**config.mk**
```make
export PLATFORM = sky130hd
export DESIGN_NAME = pux_sched
export DESIGN_NICKNAME = d
export VERILOG_FILES = /design/src/rtl/pux_pkg.sv /design/src/rtl/pux_opfifo.sv /design/src/rtl/pux_sched.sv
export SDC_FILE = /design/constraint.sdc
export NUM_CORES = 1
export LEC_CHECK = 0
export ABC_CLOCK_PERIOD_IN_PS = 2600
export CAP_MARGIN = 20
export CORE_MARGIN = 3
export CORE_UTILIZATION = 51
export CTS_CLUSTER_DIAMETER = 50
export DETAILED_ROUTE_END_ITERATION = 12
export PLACE_DENSITY = 0.86
export SLEW_MARGIN = 20
export SYNTH_ARGS = -nofsm -noshare
export SYNTH_HDL_FRONTEND = slang
export SYNTH_SLANG_ARGS = --single-unit
```
**constraint.sdc**
```tcl
create_clock -name axis_clk -period 2.6 [get_ports axis_clk]
set_clock_uncertainty 0.15 [all_clocks]
set_input_delay 0.78 -clock axis_clk [delete_from_list [all_inputs] [get_ports axis_clk]]
set_output_delay 0.78 -clock axis_clk [all_outputs]
set_load 0.01 [all_outputs]
```
**src/rtl/pux_pkg.sv**
```systemverilog
// Shared encodings for the PUX opcode scheduler: command/select fields,
// scheduler FSM states and status-word bit placement.
package pux_pkg;

   typedef enum logic [1:0] {
      PUX_CMD_NOP  = 2'd0,
      PUX_CMD_LOAD = 2'd1,
      PUX_CMD_EXEC = 2'd2,
      PUX_CMD_STAT = 2'd3
   } pux_cmd_e;

   typedef enum logic [1:0] {
      PUX_SEL_A = 2'd0,
      PUX_SEL_B = 2'd1,
      PUX_SEL_M = 2'd2
   } pux_sel_e;

   localparam logic [1:0] PUX_SEL_ILLEGAL = 2'd3;

   typedef enum logic [2:0] {
      ST_IDLE     = 3'd0,
      ST_DISPATCH = 3'd1,
      ST_LOAD     = 3'd2,
      ST_START    = 3'd3,
      ST_WAIT     = 3'd4,
      ST_STATUS   = 3'd5
   } pux_state_e;

   // Sticky flags sit at the top of the status word, counted down from the MSB.
   localparam int PUX_STAT_ERR_FROM_MSB = 0;
   localparam int PUX_STAT_ILL_FROM_MSB = 1;
   localparam int PUX_STAT_CNT_LSB      = 0;

endpackage

```
**src/rtl/pux_opfifo.sv**
```systemverilog
// Synchronous opcode FIFO with wrap-bit pointers; exposes full, empty and
// the number of free entries.
module pux_opfifo #(
   parameter int W  = 8,
   parameter int AW = 3
) (
   input  logic          clk_i,
   input  logic          rst_ni,
   input  logic          push_i,
   input  logic          pop_i,
   input  logic [W-1:0]  wdata_i,
   output logic [W-1:0]  rdata_o,
   output logic          full_o,
   output logic          empty_o,
   output logic [AW:0]   free_o
);

   localparam int DEPTH = 1 << AW;

   logic [W-1:0] mem_q [DEPTH];
   logic [AW:0]  wptr_q, rptr_q;
   logic [AW:0]  used;
   logic         doPush, doPop;

   assign full_o  = (wptr_q[AW] != rptr_q[AW]) && (wptr_q[AW-1:0] == rptr_q[AW-1:0]);
   assign empty_o = (wptr_q == rptr_q);
   // A full FIFO refuses pushes even when a pop frees a slot in the same cycle.
   assign doPush  = push_i && !full_o;
   assign doPop   = pop_i && !empty_o;
   assign used    = wptr_q - rptr_q;
   assign free_o  = (AW+1)'(DEPTH) - used;
   assign rdata_o = mem_q[rptr_q[AW-1:0]];

   always_ff @(posedge clk_i or negedge rst_ni) begin
      if (!rst_ni) begin
         wptr_q <= '0;
         rptr_q <= '0;
      end else begin
         if (doPush) wptr_q <= wptr_q + (AW+1)'(1);
         if (doPop)  rptr_q <= rptr_q + (AW+1)'(1);
      end
   end

   always_ff @(posedge clk_i) begin
      if (doPush) mem_q[wptr_q[AW-1:0]] <= wdata_i;
   end

endmodule

```
**src/rtl/pux_sched.sv**
```systemverilog
// PUX opcode scheduler: buffers opcodes, decodes them one at a time and
// sequences operand loads, core execution and status emission.
module pux_sched
   import pux_pkg::*;
#(
   parameter int OPCW    = 8,
   parameter int DATAW   = 16,
   parameter int OPFIFOW = 3,
   parameter int NWORDS  = 4
) (
   input  logic              axis_clk,
   input  logic              axis_rstn,
   input  logic [OPCW-1:0]   axis_opcode_data,
   input  logic              axis_opcode_valid,
   output logic              axis_opcode_ready,
   output logic              ld_en,
   output logic [1:0]        ld_sel,
   input  logic              ld_beat,
   output logic              core_start,
   output logic [OPCW-5:0]   core_func,
   input  logic              core_done,
   input  logic              core_err,
   output logic [DATAW-1:0]  axis_status_data,
   output logic              axis_status_valid,
   input  logic              axis_status_ready,
   output logic              stream_request
);

   localparam int BCW = (NWORDS > 1) ? $clog2(NWORDS) : 1;
   localparam logic [OPFIFOW:0] HALF_FREE = (OPFIFOW+1)'(1 << (OPFIFOW-1));

   pux_state_e        state_q, state_d;
   logic [OPCW-1:0]   cur_op_q, cur_op_d;
   logic [OPCW-5:0]   func_q, func_d;
   logic [BCW-1:0]    beat_cnt_q, beat_cnt_d;
   logic [DATAW-3:0]  exec_cnt_q, exec_cnt_d;
   logic              err_q, err_d;
   logic              ill_q, ill_d;
   logic              stream_q;

   logic [OPCW-1:0]   fifoHead;
   logic              fifoFull, fifoEmpty, fifoPop;
   logic [OPFIFOW:0]  fifoFree;
   logic [DATAW-1:0]  statusWord;

   assign fifoPop = (state_q == ST_IDLE) && !fifoEmpty;

   pux_opfifo #(.W(OPCW), .AW(OPFIFOW)) u_opfifo (
      .clk_i   (axis_clk),
      .rst_ni  (axis_rstn),
      .push_i  (axis_opcode_valid),
      .pop_i   (fifoPop),
      .wdata_i (axis_opcode_data),
      .rdata_o (fifoHead),
      .full_o  (fifoFull),
      .empty_o (fifoEmpty),
      .free_o  (fifoFree)
   );

   always_ff @(posedge axis_clk or negedge axis_rstn) begin
      if (!axis_rstn) begin
         state_q    <= ST_IDLE;
         cur_op_q   <= '0;
         func_q     <= '0;
         beat_cnt_q <= '0;
         exec_cnt_q <= '0;
         err_q      <= 1'b0;
         ill_q      <= 1'b0;
         stream_q   <= 1'b1;
      end else begin
         state_q    <= state_d;
         cur_op_q   <= cur_op_d;
         func_q     <= func_d;
         beat_cnt_q <= beat_cnt_d;
         exec_cnt_q <= exec_cnt_d;
         err_q      <= err_d;
         ill_q      <= ill_d;
         stream_q   <= (fifoFree >= HALF_FREE);
      end
   end

   always_comb begin
      state_d    = state_q;
      cur_op_d   = cur_op_q;
      func_d     = func_q;
      beat_cnt_d = beat_cnt_q;
      exec_cnt_d = exec_cnt_q;
      err_d      = err_q;
      ill_d      = ill_q;
      case (state_q)
         ST_IDLE: begin
            if (!fifoEmpty) begin
               cur_op_d = fifoHead;
               state_d  = ST_DISPATCH;
            end
         end
         ST_DISPATCH: begin
            case (pux_cmd_e'(cur_op_q[1:0]))
               PUX_CMD_NOP:  state_d = ST_IDLE;
               PUX_CMD_LOAD: begin
                  if (cur_op_q[3:2] == PUX_SEL_ILLEGAL) begin
                     ill_d   = 1'b1;
                     state_d = ST_IDLE;
                  end else begin
                     state_d = ST_LOAD;
                  end
               end
               PUX_CMD_EXEC: begin
                  func_d  = cur_op_q[OPCW-1:4];
                  state_d = ST_START;
               end
               PUX_CMD_STAT: state_d = ST_STATUS;
               default:      state_d = ST_IDLE;
            endcase
         end
         ST_LOAD: begin
            if (ld_beat) begin
               if (beat_cnt_q == BCW'(NWORDS-1)) begin
                  beat_cnt_d = '0;
                  state_d    = ST_IDLE;
               end else begin
                  beat_cnt_d = beat_cnt_q + BCW'(1);
               end
            end
         end
         ST_START: state_d = ST_WAIT;
         ST_WAIT: begin
            if (core_done) begin
               err_d      = err_q | core_err;
               exec_cnt_d = exec_cnt_q + (DATAW-2)'(1);
               state_d    = ST_IDLE;
            end
         end
         ST_STATUS: begin
            if (axis_status_ready) begin
               err_d   = 1'b0;
               ill_d   = 1'b0;
               state_d = ST_IDLE;
            end
         end
         default: state_d = ST_IDLE;
      endcase
   end

   always_comb begin
      statusWord = '0;
      statusWord[DATAW-1-PUX_STAT_ERR_FROM_MSB] = err_q;
      statusWord[DATAW-1-PUX_STAT_ILL_FROM_MSB] = ill_q;
      statusWord[DATAW-3:PUX_STAT_CNT_LSB]      = exec_cnt_q;
   end

   // Handshake outputs decode straight from the state register so an async
   // reset drops them immediately.
   assign axis_opcode_ready = !fifoFull;
   assign ld_en             = (state_q == ST_LOAD);
   assign ld_sel            = (state_q == ST_LOAD) ? cur_op_q[3:2] : 2'b00;
   assign core_start        = (state_q == ST_START);
   assign core_func         = func_q;
   assign axis_status_valid = (state_q == ST_STATUS);
   assign axis_status_data  = (state_q == ST_STATUS) ? statusWord : '0;
   assign stream_request    = stream_q;

endmodule

```
# Word-level counts from Yosys, hierarchy flattened
# Memory sizes are Yosys's and may differ from the RTL's. A register that Yosys moved wholly into a read port is not among the register bits.
# Cells that the tools add are included.
# W data, S select, Z words.
totals:
  regBits: 34
  mem_bits_rw: 64
  inputBits: 15
  out_inout_bits: 27
  elab_cells: 76
  memories: 1
classes:
  add_sub_neg: 6
  order_cmp: 1
  eq_ne: 20
  muxes: 19
  bitwise_logic: 2
  n_reduce_logical: 18
mem_list:
  columns: ["name", "depth", "width", "read_ports", "rd_clocked_by_memory_dff", "write_ports", "line", "source"]
  rows:
  - ["u_opfifo.mem_q", 8, 8, 1, 1, 1, "pux_opfifo.sv:20", "logic [W-1:0] mem_q [DEPTH];"]
ops:
  columns: ["op", "n"]
  rows:
  - ["$pmux W3 S6", 1]
  - ["$mux W16", 1]
  - ["$mux W3", 5]
  - ["$add A14 B1 Y14 const B", 1]
  - ["$pmux W3 S4", 1]
  - ["$add A4 B1 Y4 const B", 2]
  - ["$eq A2 B2 Y1 const B", 4]
  - ["$ne A2 B2 Y1 const B", 4]
  - ["$reduce_and A2 Y1", 4]
  - ["$eq A3 B2 Y1 const B", 2]
  - ["$eq A3 B3 Y1 const B", 2]
  - ["$mux W1", 6]
  - ["$mux W2", 3]
  - ["$ne A2 B1 Y1 const B", 3]
  - ["$reduce_and A5 Y1", 1]
  - ["$eq A4 B4 Y1", 1]
  - ["$ge A4 B3 Y1 const B", 1]
  - ["$logic_and A1 B1 Y1", 4]
  - ["$pmux W1 S2", 2]
  - ["$reduce_and A4 Y1", 1]
  - ["$reduce_bool A2 Y1", 2]
  - ["$sub A4 B4 Y4", 1]
  - ["$sub A4 B4 Y4 const A", 1]
  - ["$eq A3 B1 Y1 const B", 1]
  - ["10 further kinds", 12]

# Logic depth before layout (Yosys ltp)
depth:
  depth_word: 6
  depth_mapped: 9
  depth_no_buf: 7

# Modules after synthesis
# A second synthesis with hierarchy kept.
unflattened:
  hier_cells: 295
  area_unflattened_um2: 4715.8
by_module_without_submodules:
  columns: ["mod", "n_inst", "cells_per_inst", "area_per_inst_um2", "seq_area_each_um2"]
  rows:
  - ["pux_opfifo", 1, 154, 3057.9, 2122.0]
  - ["pux_sched", 1, 141, 1657.8, 852.1]

# Least setup slack after synthesis
# Ideal clock, no wire load.
synth_timing:
  path_kind: "reg-to-reg"
  start: "register u_opfifo.rptr_q[0]"
  end: "memory u_opfifo.mem_q[0][0], enable pin"
  setup_time_ps: 383
  arrival_ps: 2262
  t_required_ps: 2067
  slack_ps: -195
  stages_incl_launch_ff: 9
  n_path_buf: 2
  synth_period_minus_slack_ps: 2795
  cell_sequence: "dfrtp_1 > buf_2 > buf_4 > inv_1 > ha_1 > nand3_1 > o21a_1 > nand2b_1 > nor3_1"
synth_between:
  elab_chain_cells: 6
synth_lines:
  columns: ["item", "line", "source"]
  rows:
  - ["from (decl)", "pux_opfifo.sv:21", "logic [AW:0] wptr_q, rptr_q;"]
  - ["from (signal assigned)", "pux_opfifo.sv:40", "if (doPop) rptr_q <= rptr_q + (AW+1)'(1);"]
  - ["$eq A3 B3 Y1", "pux_opfifo.sv:25", "assign full_o = (wptr_q[AW] != rptr_q[AW]) && (wptr_q[AW-1:0] == rptr_q[AW-1:0]);"]
  - ["$logic_and A1 B1 Y1", "pux_opfifo.sv:25", null]
  - ["$logic_not A1 Y1", "pux_opfifo.sv:28", "assign doPush = push_i && !full_o;"]
  - ["$logic_and A1 B1 Y1", "pux_opfifo.sv:28", null]
  - ["$mux W1", "pux_opfifo.sv:45", "if (doPush) mem_q[wptr_q[AW-1:0]] <= wdata_i;"]
  - ["$mux W1 (not written as such)", "pux_opfifo.sv:45", null]
  - ["to (decl)", "pux_opfifo.sv:20", null]
# Every way passes these cells.

# Worst setup path in the final report
layout_timing:
  start: "register state_q[2]"
  end: "output port axis_status_data[9]"
layout_between:
  elab_chain_cells: 2
layout_lines:
  columns: ["item", "line", "source"]
  rows:
  - ["from (decl)", "pux_sched.sv:32", "pux_state_e state_q, state_d;"]
  - ["from (signal assigned)", "pux_sched.sv:71", "state_q <= state_d;"]
  - ["$eq A3 B3 Y1", "pux_sched.sv:160", "assign axis_status_data = (state_q == ST_STATUS) ? statusWord : '0;"]
  - ["$mux W16", "pux_sched.sv:160", null]
  - ["to (decl)", "pux_sched.sv:23", "output logic [DATAW-1:0] axis_status_data,"]
# Every way passes these cells.

==> results.json <==
{
  "outcome": "finished clean",
  "drc": 0,
  "multiInputGateArea_um2": 1520,
  "synth_warnings": 0,
  "critPathTopFamily": "flip-flops",
  "cp_max_fo": 6,
  "critPathKind": "reg -> out",
  "maxCapViolCount": 0,
  "synth_top_family_by_area": "multiplexers",
  "final-seq-area_um2": 2980,
  "path_clk_slew_ps": 110,
  "synth_xor_area_share_pct": 4.25,
  "syn-instance-count": 303,
  "hpwl_mm": 5.66,
  "routed_wl_mm": 8.91,
  "place_inst": 457,
  "slew_violations": 0,
  "core-area_um2": 8420,
  "synth.avg_cell_area_um2": 15.0,
  "fp.dieArea_um2": 10100,
  "cp_slowest_cell": "dfrtp_2",
  "fin_tns_setup_ps": 0,
  "synthMuxAreaShare_pct": 11.8,
  "rows": 33,
  "maxSlewHeadroom_pct": 61.6,
  "period_share_pct": 98.6,
  "crit_path_cell_trace": "and2b_2, buf_4, and3_1, dlygate4sd2_1",
  "finalHoldViolCount": 0,
  "htreeDepth": 3,
  "ys_seq_area_share_pct": 65.6,
  "place.gp.congestion": 0.782,
  "cp_num_buf_inv": 2,
  "yosys.cell_types.count": 45,
  "initialDrtViolationCount": 164,
  "ant_nets": 0,
  "die_h_um": 100,
  "drive_above_1_share_pct": 25.6,
  "critPathRequiredTime_ps": 1670,
  "whs_ps": 291,
  "clock_tree.buffer_depth": 2,
  "min_path_type": "in -> async",
  "ff2ff_path_depth": 5,
  "power.density_nw_per_um2": 1040,
  "grt_pass1_vias": 2906,
  "synth-adder-area-share_pct": 2.37,
  "die_w_um": 100,
  "crit_path_start_kind": "flip-flop",
  "fillers": 585,
  "min_period_ps": 2560,
  "critPathMaxStageDelay_ps": 480,
  "synth_seq_cells": 106,
  "synth_simple_gate_area_share_pct": 11.1,
  "vias_per_cell": 5.57,
  "fin_nets": 405,
  "antenna_found_initial": 0,
  "drtPass1Iterations": 4,
  "hold_buffers": 0,
  "cp.arrival_ps": 1630,
  "peakVddDrop_mv": 0.581,
  "p_leak_nw": 2.31,
  "grt_pass1_wl_mm": 14.5,
  "fmax_mhz": 390,
  "grt_overflow": 0,
  "start_util_pct": 53.9,
  "pin_count": 42,
  "clock_sinks": 106,
  "wl_per_cell_um": 18.1,
  "ff2ff_setup_slack_ps": 480,
  "antennaDiodeCount": 0,
  "clkLatencyLatePin_ps": 380,
  "cp.depth": 4,
  "final_cells": 492,
  "synth_area_um2": 4540,
  "synth_compound_area_share_pct": 2.54,
  "syn2layout_area_growth_pct": 22.3,
  "setup_viol_count_final": 0,
  "grt_max_degree": 43,
  "synth_fp_nets": 326,
  "cts_buffers": 9,
  "tightest_slew_ps": 576,
  "cts-root-buf": "clkbuf_8",
  "port_buffers": 41,
  "groute.usage.overall_pct": 19.0,
  "setup.worst_path.end_class": "output port",
  "num_vias": 2742,
  "cts_tree": "yes"
}
==> cell families (layout without fill, tap and decap cells) <==
logic type,Yosys count,in the layout
muxes,31,31
adders and majority gates,8,8
DFF,106,106
buffers and inverters,24,106
and+or+nand+nor,93,95
AOI/OAI and AO/OA,19,19
xor gates and xnor gates,22,22
==> power breakdown <==
group | switching [mW] | internal, mW
Clock | 0.623 | 0.381
Combinational | 1.14 | 1.17
Sequential | 0.233 | 2.20
==> layer usage <==
layer	global-route usage, %	vias up	routed length [um]	part of all wire [%]
met5	0	-	0	0
met4	7.46	0	153	1.7
met3	3.41	17	444	5.0
met2	33.4	69	4780	54
met1	23.2	1375	3530	40
li1	-	1281	-	-
==> registers in the layout (all words and copies together) (netlist names) <==
name / count
cur_op_q: 8
err_q: 1
u_opfifo.rptr_q: 4
exec_cnt_q: 14
stream_request: 1
ill_q: 1
u_opfifo.mem_q: 64
state_q: 3
beat_cnt_q: 2
core_func: 4
u_opfifo.wptr_q: 4
==> layout make-up <==
cell class / count / share of cell area (%)
Sequential cell: 106 / 53.7
Timing Repair Buffer: 80 / 12.2
Inverter: 10 / 0.677
Tap cell: 105 / 2.37
Clock buffer: 9 / 2.23
Multi-Input combinational cell: 175 / 27.4
Clock inverter: 7 / 1.44
==> layout by cell type, fill, tap and decap left out, types with 3 or more instances in the layout <==
cell type,Yosys,layout
nor2_1,11,11
nor3_1,6,4
nand2b_1,3,3
clkdlybuf4s50_1,0,18
mux2_4,4,4
dfrtp_1,41,38
dlygate4sd2_1,0,8
nand3_1,7,6
o21ai_0,12,12
xor2_1,12,12
buf_4,1,38
mux2i_1,8,8
edfxtp_1,64,64
clkbuf_2,0,4
xnor2_1,10,10
clkdlybuf4s15_1,0,9
and2_1,3,3
nor4_1,4,4
clkbuf_8,0,9
inv_1,10,8
nand4_1,4,4
dfrtp_2,0,3
and3_1,16,16
ha_1,7,5
mux4_2,16,16
nand2_1,28,28
==> final timing paths <==
check | from | endpoint
setup reg to reg | state_q[1]$_DFFE_PN0P_ | u_opfifo.rptr_q[1]$_DFFE_PN0P_
hold / removal | axis_rstn | exec_cnt_q[3]$_DFFE_PN0P_
max in group asynchronous | axis_rstn | state_q[2]$_DFFE_PN0P_
hold reg to reg | exec_cnt_q[8]$_DFFE_PN0P_ | exec_cnt_q[8]$_DFFE_PN0P_
min in group axis_clk | exec_cnt_q[8]$_DFFE_PN0P_ | exec_cnt_q[8]$_DFFE_PN0P_
setup / recovery | state_q[2]$_DFFE_PN0P_ | axis_status_data[9]
==> Yosys cell counts, drive strengths merged <==
library cell | n | area share (%)
or4b | 1 | 0.22
a32o | 1 | 0.22
inv | 10 | 0.83
and3 | 16 | 2.2
edfxtp | 64 | 42
nand2b | 3 | 0.41
a21oi | 1 | 0.11
nor3 | 6 | 0.66
nor3b | 2 | 0.44
nor2 | 11 | 0.91
a41o | 1 | 0.22
ha | 7 | 1.9
and4bb | 1 | 0.28
mux2i | 8 | 1.8
o41ai | 1 | 0.19
fa | 1 | 0.44
clkbuf | 6 | 0.50
mux4 | 16 | 7.9
o21a | 1 | 0.17
mux2 | 7 | 2.1
nand3 | 7 | 0.77
and2 | 3 | 0.41
a31oi | 1 | 0.14
nand4 | 5 | 1.0
dfrtp | 41 | 23
xor2 | 12 | 2.3
o21ai | 12 | 1.3
or2 | 1 | 0.14
a21o | 1 | 0.17
xnor2 | 10 | 1.9
or3 | 1 | 0.14
nand2 | 28 | 2.3
nor4b | 1 | 0.19
dfstp | 1 | 0.58
buf | 8 | 1.0
and2b | 1 | 0.19
nor4 | 4 | 0.55
nor2b | 2 | 0.28
==> worst register-to-register path: cells and delay by family (launching register included) <==
kind / cells / cell delay, ps
buf+inv: 2 / 280
mux: 1 / 380
compound gates: 1 / 430
simple gates: 1 / 330
flops: 1 / 460
==> per-stage QoR <==
step / area (um2) / setup slack, ps / power (mW) / utilization, %
after global routing: 5550 / -8.92 / 6.12 / 65.8
after CTS: 5510 / 4.71 / 5.72 / 65.4
after global placement: 5190 / 127 / 4.45 / 61.6
after detailed placement: 5190 / 40.0 / 4.58 / 61.6
after floorplan: 4550 / 17.6 / 3.85 / -
final: 5550 / 37.0 / 5.75 / 65.8
==> timing repair <==
item | CTS | global route
buffers inserted | 12 | 5
pin swaps | 1 | 1
setup endpoints to repair | 22 | 15
resized for setup | 35 | 19
cloned | 2 | 0
Note: power is estimated with default switching activity, not from simulation.
